$ cat config.mk
export PLATFORM = sky130hd
export DESIGN_NAME = mux_logic_unit
export DESIGN_NICKNAME = d
export VERILOG_FILES = /design/src/rtl/mux_logic_unit.sv
export SDC_FILE = /design/constraint.sdc
export NUM_CORES = 1
export LEC_CHECK = 0
export BUFFER_PORTS_ARGS = -buffer_cell sky130_fd_sc_hd__buf_2
export CORE_UTILIZATION = 25
export CTS_CLUSTER_DIAMETER = 120
export DETAILED_ROUTE_END_ITERATION = 16
export SYNTH_ARGS = -nofsm -noshare
export SYNTH_HDL_FRONTEND = slang
export SYNTH_SLANG_ARGS = --single-unit
export TNS_END_PERCENT = 10
$ cat constraint.sdc
create_clock -name clk -period 2.3 [get_ports clk]
set_clock_uncertainty 0.1 [all_clocks]
set_input_delay 0.115 -clock clk [delete_from_list [all_inputs] [get_ports clk]]
set_output_delay 0.115 -clock clk [all_outputs]
set_load 0.01 [all_outputs]
$ cat src/rtl/mux_logic_unit.sv
// Two-input logic unit: each result bit is a 2:1 mux selected by b[i], with the mux data
// inputs chosen by op. Results are queued in a 2-entry FIFO with valid/ready on both sides.
module mux_logic_unit #(
    parameter int unsigned WIDTH = 8
) (
    input  logic             clk,
    input  logic             rst_n,
    input  logic             in_valid,
    output logic             in_ready,
    input  logic [2:0]       op,
    input  logic [WIDTH-1:0] a,
    input  logic [WIDTH-1:0] b,
    output logic             out_valid,
    input  logic             out_ready,
    output logic [WIDTH-1:0] y,
    output logic             zero
);

    typedef enum logic [2:0] {
        OpAnd  = 3'b000,
        OpOr   = 3'b001,
        OpXor  = 3'b010,
        OpNand = 3'b011,
        OpNor  = 3'b100,
        OpXnor = 3'b101,
        OpNotA = 3'b110,
        OpPass = 3'b111
    } op_e;

    logic [WIDTH-1:0] w_sel_hi;
    logic [WIDTH-1:0] w_sel_lo;
    logic [WIDTH-1:0] w_result;
    logic             w_push;
    logic             w_pop;

    logic [WIDTH-1:0] r_data [2];
    logic             r_zero [2];
    logic             r_wptr;
    logic             r_rptr;
    logic [1:0]       r_count;

    // w_sel_hi feeds the mux where b[i]=1, w_sel_lo where b[i]=0
    always_comb begin
        w_sel_hi = a;
        w_sel_lo = a;
        unique case (op_e'(op))
            OpAnd:  begin w_sel_hi = a;         w_sel_lo = '0;        end
            OpOr:   begin w_sel_hi = '1;        w_sel_lo = a;         end
            OpXor:  begin w_sel_hi = ~a;        w_sel_lo = a;         end
            OpNand: begin w_sel_hi = ~a;        w_sel_lo = '1;        end
            OpNor:  begin w_sel_hi = '0;        w_sel_lo = ~a;        end
            OpXnor: begin w_sel_hi = a;         w_sel_lo = ~a;        end
            OpNotA: begin w_sel_hi = ~a;        w_sel_lo = ~a;        end
            OpPass: begin w_sel_hi = a;         w_sel_lo = a;         end
            default: begin w_sel_hi = a;        w_sel_lo = a;         end
        endcase
        for (int i = 0; i < int'(WIDTH); i++) begin
            w_result[i] = b[i] ? w_sel_hi[i] : w_sel_lo[i];
        end
    end

    // in_ready depends only on registered occupancy, never on out_ready
    assign in_ready  = (r_count < 2'd2);
    assign out_valid = (r_count != 2'd0);
    assign w_push    = in_valid & in_ready;
    assign w_pop     = out_valid & out_ready;

    assign y    = out_valid ? r_data[r_rptr] : '0;
    assign zero = out_valid ? r_zero[r_rptr] : 1'b0;

    always_ff @(posedge clk or negedge rst_n) begin
        if (!rst_n) begin
            for (int i = 0; i < 2; i++) begin
                r_data[i] <= '0;
                r_zero[i] <= 1'b0;
            end
            r_wptr  <= 1'b0;
            r_rptr  <= 1'b0;
            r_count <= 2'd0;
        end else begin
            if (w_push) begin
                r_data[r_wptr] <= w_result;
                r_zero[r_wptr] <= ~|w_result;
                r_wptr         <= ~r_wptr;
            end
            if (w_pop) begin
                r_rptr <= ~r_rptr;
            end
            r_count <= r_count + 2'(w_push) - 2'(w_pop);
        end
    end

endmodule
==> reports/qor.csv <==
metric,value,unit
number of global-route vias before repair,1237,
Synth area leader,dfrtp_1,
Synth Cell Area,1560,um^2
WL per Instance,11.6,um
Resized cells post-CTS,0,
largest net degree at the start of global routing,34,
slew at the pin with the worst max-slew slack,0.530,ns
total grt overflow,0,
Routed Antenna Nets,0,
Startpoint Class,flip-flop,
antenna cells,0,
unique cell type count in the Yosys netlist,26,
final setup TNS,0,ns
sequential-to-total area share from yosys stat,35.2,%
Die X,81.1,um
Initial DRT Pass Iterations,4,
crit end category,flip-flop,
"Primary FF master, synth",dfrtp_1,
CTS tree,yes,
initial antenna violation count,0,
pwr dens,960,nW/um^2
status,completed,
"Clk pin slew, worst setup/hold paths",0.08,ns
layout cells sized above 1,18.6,%
fmax,0.598,GHz
Int Power,1.08,mW
Max-slew headroom,64.7,%
number of synthesized flops with an enable pin,0,
final instance area,1840,um^2
Mean Syn Cell Area,8.40,um^2
count of mapped cells out of synthesis,186,
Gate power share,45.7,%
critical path required time,2.36,ns
drc violations,0,
most area-consuming cells after synthesis,"dfrtp_1, mux2i_1, nor2_1, nand2_1, a2111oi_0",
RD Place Congestion,0.725,
Final WS setup,0.627,ns
Final Cycle Share,72.7,%
Post-DP Area,1780,um^2
CP Max Fanout,18,
number of buffers added to fix hold violations after cts,1,
P_leak,0.863,nW
Final Max Tran Viols,0,
pre-CTS worst setup slack,0.442,ns
WL final,3.36,mm
PortBufs,33,
Sw Ratio,39.0,%
Seq cells post-synth,22,
Initial DRC Count,98,
minimum clock period,1.67,ns
area of the multi-input gates,940,um^2
die area,6570,um^2
TritonCTS Buffers,3,
max_cap viols,0,
Post-synth ARST share,100,%
Clock Latency Late Sink,0.25,ns
Seq pwr share,39.0,%
starting density of the core,26.1,%
worst hold slack,0.178,ns
crit path DAT,1.74,ns
vias,1384,
# Post-CTS Setup Buffers,0,
Worst Hold Class,in -> reg,
VDD IR max,0.452,mV
Syn. warnings,0,
Die Ht,81.1,um
# fillers,628,
kind of critical path,reg -> reg,
RSZ-0062 raised after global routing,false,
row count,28,
clock power share,15.2,%
P&R area growth vs syn,18.0,%
area share of the largest cell type after synthesis,35.2,%
core box area,5990,um^2
"commonest non-fill, non-tap cell in the layout",buf_2,
switching power,691,uW
fin nets,241,
final hold viol count,0,
net count after synthesis,211,
Tot GR Track Use,11.5,%
first-pass GRT wire length,5.92,mm
H-tree levels,1,
IO Pins,34,
register area,551,um^2
Clock Tree Buf Depth,2,
Root Buffer,clkbuf_8,
Vias/cell,4.77,
final setup fails,0,
dpl hpwl,2.49,mm
"commonest cells after routing, fill and taps aside","buf_2, nor2_1, dfrtp_1",
Clock Sinks,22,
metrics by stage:
step / utilization [%] / power, mW / cells
after detailed placement: 29.7 / 1.53 / 285
after CTS: 30.8 / 1.81 / 290
final: 30.8 / 1.77 / 290
after global placement: 29.7 / 1.52 / 285
after global routing: 30.8 / 1.96 / 290
after floorplan: - / 1.24 / 186
critical path, cell delays in order (launching register included):
cell     delay (ns)
dfrtp_1        0.42
nor2b_1        0.32
nand2_1        0.41
o31ai_1        0.33
final cells by class:
type	instances	share of cell area, %
clock buffer	4	2.99
inverter	4	0.814
multi-input combinational	149	50.9
sequential	22	29.9
tap	75	5.09
timing repair buffer	36	10.3
sequential cells by signal (all words and copies together) (netlist names):
register  flops
r_data       16
r_count       2
r_zero        2
r_rptr        1
r_wptr        1
logic make-up (layout without fill, tap and decap cells):
kind of cell	Yosys count	after routing	synth area share, %
flip-flops	22	22	35.2
buffers and inverters	15	44	4.64
AO/OA/AOI/OAI	50	50	21.5
XOR/XNOR	4	4	2.24
adder cells (fa/ha/maj)	2	2	1.60
AND/OR/NAND/NOR	76	76	23.9
multiplexers	17	17	10.9
power groups by stage:
stage | Sequential [mW] | Clock [mW] | Combinational [mW]
after global routing | 0.727 | 0.299 | 0.932
after global placement | 0.700 | 0 | 0.816
after detailed placement | 0.704 | 0 | 0.824
after floorplan | 0.639 | 0 | 0.596
final | 0.691 | 0.270 | 0.810
after CTS | 0.696 | 0.283 | 0.827
layer usage:
metal,GRT usage (%),wire [um],up-vias,share of wire (%)
met1,16.2,1740,624,52
met4,3.75,31,0,0.92
met3,1.57,159,2,4.7
li1,-,-,724,-
met2,18.0,1430,34,43
met5,0,0,-,0
Yosys cell counts (2+ instances only):
cell type	count
a2111oi_0	8
a211oi_1	8
a21oi_1	8
a31oi_1	8
and2b_1	9
and3_1	8
buf_2	3
clkbuf_1	5
dfrtp_1	22
ha_1	2
inv_1	4
mux2i_1	17
nand2_1	19
nand4_1	2
nor2_1	26
nor2b_1	10
o21ai_0	8
o21bai_1	8
o31ai_1	2
xnor2_1	2
xor2_1	2
path summary, 6_finish.rpt:
kind                            start          to  slack [ns]  cells past startpoint
setup / recovery           r_count[1]   r_zero[0]        0.63                      3
hold / removal              out_ready      r_rptr        0.18                      3
setup reg to reg           r_count[1]   r_zero[0]        0.63                      3
hold reg to reg             r_data[4]   r_data[4]        0.38                      2
max in group asynchronous       rst_n  r_data[12]        1.51                      2
min in group asynchronous       rst_n  r_count[1]        0.25                      2
(Power assumes the default switching activity.)
